<file path="src/rtl/lfsr_pkg.sv">
// lfsr_pkg: shared FSM state type and default tap mask for the LFSR generator
package lfsr_pkg;
    typedef enum logic [1:0] {IDLE, BURST, DONE} state_t;
    localparam logic [6:0] DEFAULT_TAPS = 7'b1000100;
endpackage

</file>
<file path="src/rtl/lfsr_step.sv">
// lfsr_step: combinational one-step Fibonacci LFSR shift
// ports: cur (present register), nxt (register after one step)
module lfsr_step #(
    parameter int WIDTH = 7,
    parameter logic [WIDTH-1:0] TAPS = lfsr_pkg::DEFAULT_TAPS
) (
    input  logic [WIDTH-1:0] cur,
    output logic [WIDTH-1:0] nxt
);
    assign nxt = {cur[WIDTH-2:0], ^(cur & TAPS)};
endmodule

</file>
<file path="src/rtl/lfsr_gen.sv">
// lfsr_gen: LFSR generator with load, free-run and counted burst stepping, wrap/period tracking
// ports: clk, rst_n (async active-low); en free-run step; load/seed_in reseed;
//        burst_start/burst_len counted burst; data_out register; busy in burst;
//        done/wrap/seed_err one-cycle pulses; period length of last completed cycle
module lfsr_gen
    import lfsr_pkg::*;
#(
    parameter int WIDTH = 7,
    parameter logic [WIDTH-1:0] TAPS = DEFAULT_TAPS,
    parameter logic [WIDTH-1:0] SEED = {{(WIDTH-1){1'b0}}, 1'b1},
    parameter int LEN_W = 8
) (
    input  logic             clk,
    input  logic             rst_n,
    input  logic             en,
    input  logic             load,
    input  logic [WIDTH-1:0] seed_in,
    input  logic             burst_start,
    input  logic [LEN_W-1:0] burst_len,
    output logic [WIDTH-1:0] data_out,
    output logic             busy,
    output logic             done,
    output logic             wrap,
    output logic [WIDTH-1:0] period,
    output logic             seed_err
);
    state_t state_q, state_d;
    logic [WIDTH-1:0] sreg_q, sreg_d, origin_q, origin_d, cnt_q, cnt_d, period_q, period_d, nxt, ld_val;
    logic [LEN_W-1:0] rem_q, rem_d;
    logic done_q, done_d, wrap_q, wrap_d, seed_err_q, seed_err_d, step;

    lfsr_step #(.WIDTH(WIDTH), .TAPS(TAPS)) u_step (.cur(sreg_q), .nxt(nxt));

    assign ld_val = (seed_in == '0) ? SEED : seed_in;

    always_comb begin
        state_d = state_q;
        sreg_d = sreg_q;
        origin_d = origin_q;
        cnt_d = cnt_q;
        period_d = period_q;
        rem_d = rem_q;
        wrap_d = 1'b0;
        seed_err_d = 1'b0;
        step = 1'b0;
        if (load) begin
            sreg_d = ld_val;
            origin_d = ld_val;
            cnt_d = '0;
            seed_err_d = (seed_in == '0);
            state_d = IDLE;
        end else begin
            unique case (state_q)
                IDLE: begin
                    if (burst_start) begin
                        state_d = (burst_len == '0) ? DONE : BURST;
                        rem_d = burst_len;
                    end else begin
                        step = en;
                    end
                end
                BURST: begin
                    step = 1'b1;
                    rem_d = rem_q - 1'b1;
                    state_d = (rem_q == LEN_W'(1)) ? DONE : BURST;
                end
                default: state_d = IDLE;
            endcase
        end
        if (step) begin
            sreg_d = nxt;
            wrap_d = (nxt == origin_q);
            period_d = wrap_d ? cnt_q + 1'b1 : period_q;
            cnt_d = wrap_d ? '0 : ((&cnt_q) ? cnt_q : cnt_q + 1'b1);
        end
        // done is high exactly while the FSM sits in DONE
        done_d = (state_d == DONE);
    end

    always_ff @(posedge clk or negedge rst_n) begin
        if (!rst_n) begin
            state_q <= IDLE;
            sreg_q <= SEED;
            origin_q <= SEED;
            cnt_q <= '0;
            period_q <= '0;
            rem_q <= '0;
            done_q <= 1'b0;
            wrap_q <= 1'b0;
            seed_err_q <= 1'b0;
        end else begin
            state_q <= state_d;
            sreg_q <= sreg_d;
            origin_q <= origin_d;
            cnt_q <= cnt_d;
            period_q <= period_d;
            rem_q <= rem_d;
            done_q <= done_d;
            wrap_q <= wrap_d;
            seed_err_q <= seed_err_d;
        end
    end

    assign data_out = sreg_q;
    assign busy = (state_q == BURST);
    assign done = done_q;
    assign wrap = wrap_q;
    assign period = period_q;
    assign seed_err = seed_err_q;
endmodule

</file>
<file path="config.mk">
export PLATFORM = sky130hd
export DESIGN_NAME = lfsr_gen
export DESIGN_NICKNAME = d
export VERILOG_FILES = /design/src/rtl/lfsr_pkg.sv /design/src/rtl/lfsr_step.sv /design/src/rtl/lfsr_gen.sv
export SDC_FILE = /design/constraint.sdc
export NUM_CORES = 1
export LEC_CHECK = 0
export ABC_CLOCK_PERIOD_IN_PS = 2200
export CORE_UTILIZATION = 52
export CTS_CLUSTER_SIZE = 20
export DETAILED_ROUTE_END_ITERATION = 6
export PLACE_DENSITY = 0.79
export SLEW_MARGIN = 40
export SYNTH_ARGS = -nofsm -noshare
export SYNTH_HDL_FRONTEND = slang
export SYNTH_SLANG_ARGS = --single-unit
</file>
<file path="constraint.sdc">
create_clock -name clk -period 2.2 [get_ports clk]
set_clock_uncertainty 0.2 [all_clocks]
set_input_delay 0.44 -clock clk [delete_from_list [all_inputs] [get_ports clk]]
set_output_delay 0.44 -clock clk [all_outputs]
set_load 0.01 [all_outputs]
</file>
==> impl_table.tex <==
\begin{tabular}{lr}
\hline
Metric & Value \\
\hline
\multicolumn{2}{l}{\textbf{Setup path}} \\
\quad Kind of capture point of the worst setup path & output pin \\
\quad Max incr delay on CP & 0.58 ns \\
\quad Setup Crit Path Kind & reg -> out \\
\quad Maximum net fanout on the critical path & 4 \\
\quad Critical path's slowest cell & sky130\_fd\_sc\_hd\_\_dfstp\_2 \\
\quad Buffer and inverter count on the worst path & 1 \\
\quad Critical path data arrival time & 1.40 ns \\
\quad CP Cell Sequence & clkdlybuf4s50\_1 \\
\quad Required time of the critical path & 1.56 ns \\
\quad Critical Path Start Type & register \\
\quad Delay-heaviest family, CP & flip-flops \\
\quad R2R Setup Slk & 0.20 ns \\
\multicolumn{2}{l}{\textbf{GRT}} \\
\quad Overall global routing resource usage & 0.217 \\
\quad Vias in the first global route & between 1500 and 2000 \\
\quad Routing usage on met3 & 0.0469 \\
\quad Overflow after GRT & 0 \\
\quad Met2 Resource Use GR & 0.371 \\
\quad First-pass GRT wire length & 7010 µm \\
\quad Antenna violations before repair & 0 \\
\quad Maximum number of pins on one net before global-route repair & 19 \\
\quad Layer carrying the most global-route usage & met2 \\
\quad Met1 Track Usage GR & 0.266 \\
\multicolumn{2}{l}{\textbf{Cells and area}} \\
\quad Number of antenna repair diodes & 0 \\
\quad Final standard cell area without fillers & roughly 2700 µm² \\
\quad Layout cell share with drive strength beyond 1 & 0.171 \\
\quad Post-layout net count & 279 \\
\quad Area growth, synth to finish & 29.1\% \\
\multicolumn{2}{l}{\textbf{Placed design}} \\
\quad Final HPWL from detailed placement & 3220 µm \\
\quad Gp weighted congestion & approximately 0.82 \\
\quad \# port buffers & 37 \\
\quad Post-placement cell area & $\sim$2600 µm² \\
\multicolumn{2}{l}{\textbf{Power and ir drop}} \\
\quad Pwr per Cell Area & 666 nW/µm² \\
\quad Clock group share of total power & 0.254 \\
\quad Power Total & 1.82 mW \\
\quad Switching power of the nets & $\sim$530 µW \\
\quad Design internal power & $\sim$1.3 mW \\
\quad Leakage component of the power & around 1.2 nW \\
\quad Sequential group share of total power & 0.507 \\
\quad Largest vdd supply drop & 470 µV \\
\quad Switching share of power & 0.292 \\
\quad Portion of total power attributed to combinational logic & 0.239 \\
\multicolumn{2}{l}{\textbf{Die}} \\
\quad Boundary pin count & 38 \\
\quad Initial cell density of the core & 0.560 \\
\quad Floorplan die area & 4320 µm² \\
\quad Cell row count & 22 \\
\quad Die outline width & 65.8 µm \\
\quad Area of the placeable core & 3770 µm² \\
\quad Die height & about 66 µm \\
\multicolumn{2}{l}{\textbf{Clocking}} \\
\quad CTS tree & done \\
\quad Count of clock tree sinks & 41 \\
\quad Post-CTS Setup Inserts & 0 \\
\quad Clock Root Buffer & sky130\_fd\_sc\_hd\_\_clkbuf\_8 \\
\quad Number of levels in the clock H-tree & 2 \\
\quad Clock insertion delay at the later pin of the skew report & 0.29 ns \\
\quad Clock slew at the register clock pins of the worst setup and hold paths & around 0.07 ns \\
\quad Max Buffers Root-to-Sink & 2 \\
\quad Cts bufs inserted & 5 \\
\multicolumn{2}{l}{\textbf{STA}} \\
\quad Final worst path period need & 2.04 ns \\
\quad Transition time at the pin with the least slew margin & between 0.5 and 0.6 ns \\
\quad Fin crit share & 0.928 \\
\quad Final hold violations & 0 \\
\quad Slew HR & 0.653 \\
\quad Setup repair after global routing missed its margin & no \\
\quad Number of pins with negative max-slew slack in the final report & 0 \\
\quad Setup violations, final & 0 \\
\quad Peak clock frequency supported by timing & just under 500 MHz \\
\quad Worst Hold Margin & around 0.32 ns \\
\multicolumn{2}{l}{\textbf{Logic synthesis}} \\
\quad Mapped cell area & roughly 2100 µm² \\
\quad Per-instance average area after synthesis & between 10 and 15 µm² \\
\quad Post-synthesis cell count & a little over 200 \\
\quad Main combinational cell family by area after synthesis & compound AO/OA/AOI/OAI gates \\
\quad Synth warn & 0 \\
\quad Yosys reg bits & between 40 and 50 \\
\quad Adder-Cell Fraction of Synth Area & 0.0178 \\
\quad Post-synthesis compound-gate area fraction & 0.159 \\
\quad Xor/xnor share of the synthesized area & 0.0539 \\
\quad Simple-gate share of the synthesized area & 0.152 \\
\quad Part of the Yosys area used for sequential elements & 0.487 \\
\quad Number of nets produced by synthesis & 227 \\
\quad Multiplexer area fraction after synthesis & 0.0847 \\
\quad Count of unique library cells instantiated by Yosys & 43 \\
\multicolumn{2}{l}{\textbf{Detailed routing}} \\
\quad Number of DRC markers after the initial detailed-route iteration & 132 \\
\quad DRT Wirelength & 4200 µm \\
\quad Vias per std cell & 5.54 \\
\quad Count of antenna-violating nets left after detailed routing & 0 \\
\quad DRC errors left & 0 \\
\quad First-pass iteration count of the detailed router & 5 \\
\quad Post-detailed-route wirelength per cell & 13.8 µm \\
\quad DR vias & 1689 \\
\multicolumn{2}{l}{\textbf{Outcome}} \\
\quad Outcome & complete, no violations \\
\multicolumn{2}{l}{\textbf{Run}} \\
\quad MaxCap Viol Count & 0 \\
\multicolumn{2}{l}{\textbf{Min path}} \\
\quad Worst hold-check path type & reg -> reg \\
\hline
\end{tabular}
==> per-layer routing <==
| metal | up-vias | wire, µm | share of wire |
|---|---|---|---|
| met5 | - | 0 | 0 |
| met4 | 0 | 57 | 0.014 |
| met3 | 6 | 183 | 0.044 |
| met2 | 45 | 2010 | 0.48 |
| met1 | 803 | 1940 | 0.46 |
| li1 | 835 | - | - |
==> worst paths after layout <==
kind                                           endpoint  depth (start not counted)               startpoint
worst min-delay path              period[2]$_DFFE_PN0P_                          1    period[2]$_DFFE_PN0P_
worst max register to register    period[1]$_DFFE_PN0P_                          5  data_out[1]$_DFFE_PN0P_
max in group asynchronous       data_out[0]$_DFFE_PN1P_                          3                    rst_n
min in group asynchronous          rem_q[2]$_DFFE_PN0P_                          2                    rst_n
worst min register to register    period[2]$_DFFE_PN0P_                          1    period[2]$_DFFE_PN0P_
worst max-delay path                        data_out[0]                          1  data_out[0]$_DFFE_PN1P_
==> repair_timing <==
action / in CTS / in global routing
gates resized for setup: 0 / 2
hold buffers: 1 / 0
setup endpoints to repair: 0 / 1
endpoints found under the hold margin: 13 / 0
==> area by class of cell <==
| class | count | area [µm²] |
|---|---|---|
| Clock buffer | 7 | 76.3 |
| Clock inverter | 1 | 5.00 |
| Fill cell | 281 | 1040 |
| Inverter | 14 | 52.6 |
| Multi-Input combinational cell | 141 | 988 |
| Sequential cell | 41 | 1030 |
| Tap cell | 48 | 60.1 |
| Timing Repair Buffer | 53 | 515 |
==> state kept, by name, indices dropped and copies added, names as in the netlist <==
name      cells
rem_q         8
cnt_q         7
data_out      7
origin_q      7
period        7
state_q       2
done          1
seed_err      1
wrap          1
==> cells in the mapped netlist (all sizes together) <==
master	count	area (µm²)
a21o	1	7.51
a21oi	20	100
a222oi	6	60.1
a22oi	1	7.51
a31oi	1	12.5
a32o	1	10.0
a32oi	1	8.76
and3	4	26.3
and3b	1	8.76
and4	2	17.5
buf	6	36.3
clkbuf	2	7.51
dfrtp	39	976
dfstp	2	52.6
ha	3	37.5
inv	14	52.6
mux2	13	169
mux2i	1	10.0
nand2	5	18.8
nand2b	3	18.8
nand3	6	30.0
nand3b	1	7.51
nor2	19	71.3
nor2b	1	6.26
nor3	9	56.3
nor4	5	46.3
o211ai	1	7.51
o21ai	16	80.1
o21ba	1	10.0
o21bai	1	7.51
o22a	2	18.8
o22ai	1	6.26
or3	1	6.26
or4	1	7.51
xnor2	4	35.0
xor2	9	78.8
==> stage by stage <==
stage	std cells	utilization	setup TNS (ns)	setup slack (ns)
2_1_floorplan	204	-	0	0.299
4_1_cts	305	0.722	0	0.0343
3_3_place_gp	296	0.698	-0.766	-0.0834
6_report	305	0.723	0	0.158
3_5_place_dp	296	0.698	-0.999	-0.103
5_1_grt	305	0.723	0	0.127
==> power by group through the flow <==
stage	Combinational (mW)	Clock (mW)	Sequential, mW
after floorplan	0.238	0	0.929
after global placement	0.429	0	0.930
after detailed placement	0.438	0	0.933
after CTS	0.440	0.476	0.920
after global routing	0.478	0.513	0.932
final	0.435	0.461	0.922
==> kinds of logic (layout without fill, tap and decap cells) <==
family	after synthesis	in the layout
DFF	41	41
buffers and inverters	22	75
and+or+nand+nor	58	58
xor gates and xnor gates	13	13
adders and majority gates	3	3
muxes	14	14
AOI/OAI and AO/OA	53	53
==> layout by cell type (no fill, tap or decap), types with 7 or more instances in the layout <==
| cell | Yosys | routed |
|---|---|---|
| sky130_fd_sc_hd__dfrtp_1 | 39 | 38 |
| sky130_fd_sc_hd__clkdlybuf4s50_1 | 0 | 35 |
| sky130_fd_sc_hd__a21oi_1 | 20 | 20 |
| sky130_fd_sc_hd__nor2_1 | 19 | 19 |
| sky130_fd_sc_hd__o21ai_0 | 15 | 15 |
| sky130_fd_sc_hd__inv_1 | 14 | 14 |
| sky130_fd_sc_hd__buf_4 | 0 | 13 |
| sky130_fd_sc_hd__xor2_1 | 9 | 9 |
| sky130_fd_sc_hd__nor3_1 | 8 | 8 |
| sky130_fd_sc_hd__mux2_2 | 7 | 7 |
No activity file was read; power rests on OpenSTA's default activity.
